==> config.mk <==
export PLATFORM = sky130hd
export DESIGN_NAME = ps2_key_port
export DESIGN_NICKNAME = d
export VERILOG_FILES = /design/src/rtl/key_pkg.sv /design/src/rtl/ps2_rx.sv /design/src/rtl/ps2_key_port.sv
export SDC_FILE = /design/constraint.sdc
export NUM_CORES = 1
export LEC_CHECK = 0
export ABC_AREA = 1
export CORE_MARGIN = 8
export CORE_UTILIZATION = 45
export CTS_CLUSTER_DIAMETER = 50
export DETAILED_ROUTE_END_ITERATION = 8
export GPL_TIMING_DRIVEN = 0
export PLACE_DENSITY_LB_ADDON = 0.08
export SETUP_SLACK_MARGIN = 0.5
export SYNTH_ARGS = -nofsm -noshare
export SYNTH_HDL_FRONTEND = slang
export SYNTH_SLANG_ARGS = --single-unit
==> constraint.sdc <==
create_clock -name clock -period 2.02 [get_ports clock]
set_clock_uncertainty 0.15 [all_clocks]
set_input_delay 0.202 -clock clock [delete_from_list [all_inputs] [get_ports clock]]
set_output_delay 0.202 -clock clock [all_outputs]
set_load 0.03 [all_outputs]
==> src/rtl/key_pkg.sv <==
// Shared types and constants for the PS/2 keyboard port on the key I/O slot.
package key_pkg;

  typedef enum logic [1:0] {
    IDLE   = 2'd0,
    DATA   = 2'd1,
    PARITY = 2'd2,
    STOP   = 2'd3
  } ps2_state_t;

  // One received scan-code byte, handed from the framer to the FIFO
  typedef struct packed {
    logic       push;
    logic [7:0] code;
  } key_push_t;

  localparam int          KEY_VALID_BIT = 15;
  localparam int          KEY_OVF_BIT   = 14;
  localparam logic [15:0] KEY_IO_ADDR   = 16'hFFFF;

endpackage

==> src/rtl/ps2_rx.sv <==
// PS/2 receiver: synchronises the raw pins, detects falling clock edges and
// assembles start/8 data/odd parity/stop frames into bytes.
module ps2_rx
  import key_pkg::*;
#(
  parameter int TIMEOUT_CYCLES = 50000
) (
  input  logic      clock,
  input  logic      reset_n,
  input  logic      ps2_clk,
  input  logic      ps2_data,
  output key_push_t rx
);

  localparam int TW = $clog2(TIMEOUT_CYCLES + 1);
  localparam logic [TW-1:0] TMO_LAST = TW'(TIMEOUT_CYCLES - 1);

  // [1:0] is the synchroniser, [2] is the previous synchronised sample
  logic [2:0]    clk_pipe;
  logic [1:0]    data_pipe;
  logic          fall;
  logic          din;

  ps2_state_t    state, next_state;
  logic [2:0]    bit_cnt;
  logic [7:0]    shreg;
  logic          par_bit;
  logic [TW-1:0] tmo_cnt;
  logic          tmo_hit;
  logic          frame_ok;

  assign fall    = clk_pipe[2] & ~clk_pipe[1];
  assign din     = data_pipe[1];
  assign tmo_hit = (state != IDLE) && !fall && (tmo_cnt == TMO_LAST);

  // Pin synchronisers; reset high so leaving reset never looks like an edge
  always_ff @(posedge clock or negedge reset_n) begin
    if (!reset_n) begin
      clk_pipe  <= '1;
      data_pipe <= '1;
    end else begin
      clk_pipe  <= {clk_pipe[1:0], ps2_clk};
      data_pipe <= {data_pipe[0], ps2_data};
    end
  end

  // Framer state register
  always_ff @(posedge clock or negedge reset_n) begin
    if (!reset_n) state <= IDLE;
    else          state <= next_state;
  end

  // Framer next state: advance one field per falling edge, abort on timeout
  always_comb begin
    next_state = state;
    if (tmo_hit) begin
      next_state = IDLE;
    end else if (fall) begin
      unique case (state)
        IDLE:    if (!din) next_state = DATA;
        DATA:    if (bit_cnt == 3'd7) next_state = PARITY;
        PARITY:  next_state = STOP;
        STOP:    next_state = IDLE;
        default: next_state = IDLE;
      endcase
    end
  end

  // Framer output: a frame is good on a high stop bit with odd overall parity
  always_comb begin
    frame_ok = (state == STOP) && fall && din && (^{shreg, par_bit});
  end

  // Bit counter, shift register, parity latch and inactivity timer
  always_ff @(posedge clock or negedge reset_n) begin
    if (!reset_n) begin
      bit_cnt <= '0;
      shreg   <= '0;
      par_bit <= 1'b0;
      tmo_cnt <= '0;
    end else begin
      if (state == IDLE || fall || tmo_hit) tmo_cnt <= '0;
      else                                  tmo_cnt <= tmo_cnt + 1'b1;

      if (fall) begin
        unique case (state)
          IDLE:    bit_cnt <= '0;
          DATA: begin
            shreg   <= {din, shreg[7:1]};
            bit_cnt <= bit_cnt + 1'b1;
          end
          PARITY:  par_bit <= din;
          default: ;
        endcase
      end
    end
  end

  // Registered push so the FIFO sees a clean one-cycle strobe
  always_ff @(posedge clock or negedge reset_n) begin
    if (!reset_n) begin
      rx <= '0;
    end else begin
      rx.push <= frame_ok;
      if (frame_ok) rx.code <= shreg;
    end
  end

endmodule

==> src/rtl/ps2_key_port.sv <==
// Keyboard port: PS/2 receiver feeding a small scan-code FIFO, read by the
// CPU as {valid, overflow, 6'b0, head}. Writes from the CPU have no effect.
module ps2_key_port
  import key_pkg::*;
#(
  parameter int DEPTH          = 8,     // power of two, >= 2
  parameter int TIMEOUT_CYCLES = 50000
) (
  input  logic        clock,
  input  logic        reset_n,
  input  logic        ps2_clk,
  input  logic        ps2_data,
  input  logic        pop,
  output logic [15:0] rdata
);

  localparam int AW = $clog2(DEPTH);

  key_push_t               rx;
  logic [DEPTH-1:0][7:0]   mem;
  logic [AW:0]             wr_ptr, rd_ptr;
  logic                    empty, full;
  logic                    rd_en, wr_en, ovf_set;
  logic                    overflow;

  ps2_rx #(.TIMEOUT_CYCLES(TIMEOUT_CYCLES)) u_rx (
    .clock    (clock),
    .reset_n  (reset_n),
    .ps2_clk  (ps2_clk),
    .ps2_data (ps2_data),
    .rx       (rx)
  );

  // Extra pointer bit separates full from empty when the indices match
  assign empty = (wr_ptr == rd_ptr);
  assign full  = (wr_ptr[AW] != rd_ptr[AW]) && (wr_ptr[AW-1:0] == rd_ptr[AW-1:0]);

  // A pop frees the head slot in the same cycle, so push-on-full is legal then
  assign rd_en   = pop & ~empty;
  assign wr_en   = rx.push & (~full | rd_en);
  assign ovf_set = rx.push & full & ~rd_en;

  // Pointer and sticky overflow flag update
  always_ff @(posedge clock or negedge reset_n) begin
    if (!reset_n) begin
      wr_ptr   <= '0;
      rd_ptr   <= '0;
      overflow <= 1'b0;
    end else begin
      if (wr_en) wr_ptr <= wr_ptr + 1'b1;
      if (rd_en) rd_ptr <= rd_ptr + 1'b1;
      if (ovf_set)    overflow <= 1'b1;
      else if (rd_en) overflow <= 1'b0;
    end
  end

  // Entry storage; contents are masked by empty, so no reset is needed
  always_ff @(posedge clock) begin
    if (wr_en) mem[wr_ptr[AW-1:0]] <= rx.code;
  end

  // Read word packing straight from registered FIFO state
  always_comb begin
    rdata                = '0;
    rdata[KEY_VALID_BIT] = ~empty;
    rdata[KEY_OVF_BIT]   = overflow;
    if (!empty) rdata[7:0] = mem[rd_ptr[AW-1:0]];
  end

endmodule
==> out/qor.txt <==
Worst Path Required: 1.67 ns
FMAX: 444 MHz
RSZ-0062 raised after global routing: true
Clock share of power: 0.257
Worst r2r dst: mem[19]$_DFFE_PP_
Sequential Power Share: 0.291
Post-route cell area: 7440 um^2
CP cell instances: buf_6, clkinvlp_4, buf_6, o21ai_2, o21ai_1, o21ai_1, a31oi_2, buf_6
Final setup fails: 65
CP max stage delay: 0.36 ns
Largest net degree at the start of global routing: 35
Power Internal: 6.57 mW
Hold path endpoint: u_rx.clk_pipe[0]$_DFF_PN1_
Primary FF master, synth: edfxtp_1
Via count: 3935
Fillers: 873
Layout cells sized above 1: 0.409
Sw frac: 0.394
Crit share post-route: 1.12
Clock tree buffer depth: 2
Post-Syn Area: 5220 um^2
Rel. slew slack: 0.658
Hold Startpoint: ps2_clk
Hold_ws: 0.0449 ns
Reg2reg path depth: 10
Worst slew pin tran: 0.512 ns
Post-layout min period: 2.25 ns
Yosys cell types: 32
Dpl cell area: 5710 um^2
DR DRC count: 0
Clk root buf: clkbuf_16
Area grow syn2layout: 42.5%
Peak supply drop: 0.743 mV
Setup ws final: -0.235 ns
Critical path type: flop to output port
Synth Instances: 518
Clk sinks: 117
Worst-path fanout max: 7
P_leak: 3.05 nW
Fraction of synthesized area in multiplexers: 0
DP Wirelength: 7210 um
Startpoint Class: flop
Crit path DAT: 1.90 ns
CTS tree: done
Antenna fix cells: 0
Simple-Gate Fraction of Synth Area: 0.197
CORE AREA: 11400 um^2
Die height: 124 um
Global placer's final weighted congestion: 0.795
Synth Area in XOR/XNOR: 0.0285
FF-to-FF setup slack: -0.03 ns
Buffers on Ports: 14
Power Total: 10.8 mW
EDFF count, synth: 64
Fin nets: 625
CTS clock-pin slew for the worst setup and hold paths: 0.06 ns
Max-cap viol count: 0
Grt ovf: 0
Routed WL per cell: 15.5 um
Hold Vio Cnt, Final: 0
GRT Resource Usage Total: 0.158
Starting DRC count in detailed routing: 147
Critical Path Sink Type: output port
Antenna Nets Post-Route: 0
Final non-filler cell total: 766
Complex-gate fraction of the synthesized area: 0.0777
Dpl ws: -0.577 ns
Final Routed Wirelength: 11900 um
Die footprint: 15300 um^2
Setup TNS: -2.84 ns
Async SR Flop Fraction: 0.453
Post-layout util: 0.654
Antenna violations before repair: 0
Clock Latency Late Sink: 0.41 ns
Combinational power share: 0.452
Violated checks: negative setup slack
Placed cells: 681
Syn avg cell area: 10.1 um^2
Critical R2R Launch: rd_ptr[0]$_DFFE_PN0P_
Post-synthesis sequential area ratio: 0.623
Commonest cells after routing, fill and taps aside: 66 x nor2_1, 66 x nand2_1, 64 x edfxtp_1
Largest family of logic cells by synthesized area: simple AND/OR/NAND/NOR gates
Worst hold path type: primary input to flop
Drt pass-1 iters: 6
Crit path from: rd_ptr[0]$_DFFE_PN0P_
Die span in x: 124 um
Critical Path Slowest Stage Cell: dfrtp_1
Number of global-route vias before repair: 3976
Sw power: 4.27 mW
Synth Area in Adders: 0.0240
Power Density: 1460 nW/um^2
First-pass GRT wire length: 18800 um
Worst Hold Depth: 1
Via/cell ratio: 5.14
CTS H-tree lvls: 4
Yosys warns: 0
Slew Limit Fails: 0
Initial core utilization: 0.459
Status: finished with violations
IO Pins: 21
CP most frequent cell: buf_6
#FFs+latches synth: 117
Rows: 39
CTS Buf Count: 17
-- logic make-up after synthesis --
kind of cell | after synthesis
other | 1
AO/OA/AOI/OAI | 78
AND/OR/NAND/NOR | 241
buffers and inverters | 54
adder cells (fa/ha/maj) | 10
XOR/XNOR | 17
flip-flops | 117
-- power by group through the flow --
stage,clock network (mW),registers [mW],logic (mW)
2_1_floorplan,0,3.06,2.24
5_1_grt,2.92,3.20,5.27
3_3_place_gp,0,3.14,3.09
4_1_cts,2.82,3.13,4.17
3_5_place_dp,0,3.15,3.17
6_report,2.79,3.16,4.89
-- sequential cells by signal, indices dropped and copies added, names as in the netlist --
signal          flops
u_rx.state          2
u_rx.clk_pipe       3
wr_ptr              4
u_rx.data_pipe      2
overflow            1
u_rx.shreg          8
rd_ptr              4
mem                64
u_rx.tmo_cnt       16
u_rx.bit_cnt        3
u_rx.par_bit        1
u_rx.rx             9
-- worst max-delay path, delay by kind of cell (launching register included) --
| family | cells | cell delay [ns] |
|---|---|---|
| AOI/OAI and AO/OA | 4 | 0.47 |
| DFF | 1 | 0.36 |
| buffers and inverters | 4 | 0.68 |
-- worst max path at each step --
| stage | to | slack [ns] | cells after the start |
|---|---|---|---|
| after floorplan | mem[10]$_DFFE_PP_ | 0.20 | 8 |
| after global placement | u_rx.rx[6]$_DFFE_PN0P_ | -1.08 | 1 |
| after detailed placement | rdata[0] | -0.58 | 6 |
| after CTS | rdata[6] | -0.24 | 8 |
| after global routing | rdata[1] | -0.31 | 7 |
| final | rdata[3] | -0.23 | 8 |
-- cell usage after synthesis (3+ instances only) --
master    instances  area share
a21oi_1           4      0.0038
a31oi_1           8      0.0096
buf_2             8      0.0077
buf_4             9       0.013
clkbuf_1          3      0.0022
dfrtp_1          48        0.23
dfstp_2           5       0.025
edfxtp_1         64        0.37
ha_1             10       0.024
inv_1            30       0.022
nand2_1          96       0.069
nand2_2           5      0.0060
nand3_1          27       0.026
nand4_1           3      0.0036
nor2_1           88       0.063
nor2_2            3      0.0036
nor3_1            9      0.0086
nor3b_1           3      0.0043
o21ai_0          62       0.059
xnor2_1           8       0.013
xor2_1            9       0.015
-- per-layer routing --
metal  up-vias  track usage  routed length (um)  part of all wire
met4         0       0.0542                 189             0.016
met1      1930        0.177                4920              0.41
met3        16       0.0381                 370             0.031
met2        66        0.285                6420              0.54
li1       1923            -                   -                 -
met5         -            0                   0                 0
-- area by class of cell --
type / instances / area (um^2) / share of cell area
buffer: 21 / 196 / 0.0264
inverter: 33 / 135 / 0.0182
tap: 143 / 179 / 0.0241
sequential: 117 / 3260 / 0.438
clock inverter: 15 / 131 / 0.0177
timing repair buffer: 65 / 698 / 0.0939
clock buffer: 17 / 425 / 0.0572
multi-input combinational: 355 / 2410 / 0.324
-- timing repair --
action	4_1_cts	5_1_grt
hold buffers	1	0
pin swaps	35	36
resized for setup	192	93
gates cloned	4	1
hold endpoints to repair	19	0
setup endpoints to repair	118	118
setup buffers	30	17
No activity file was read; power rests on OpenSTA's default activity.
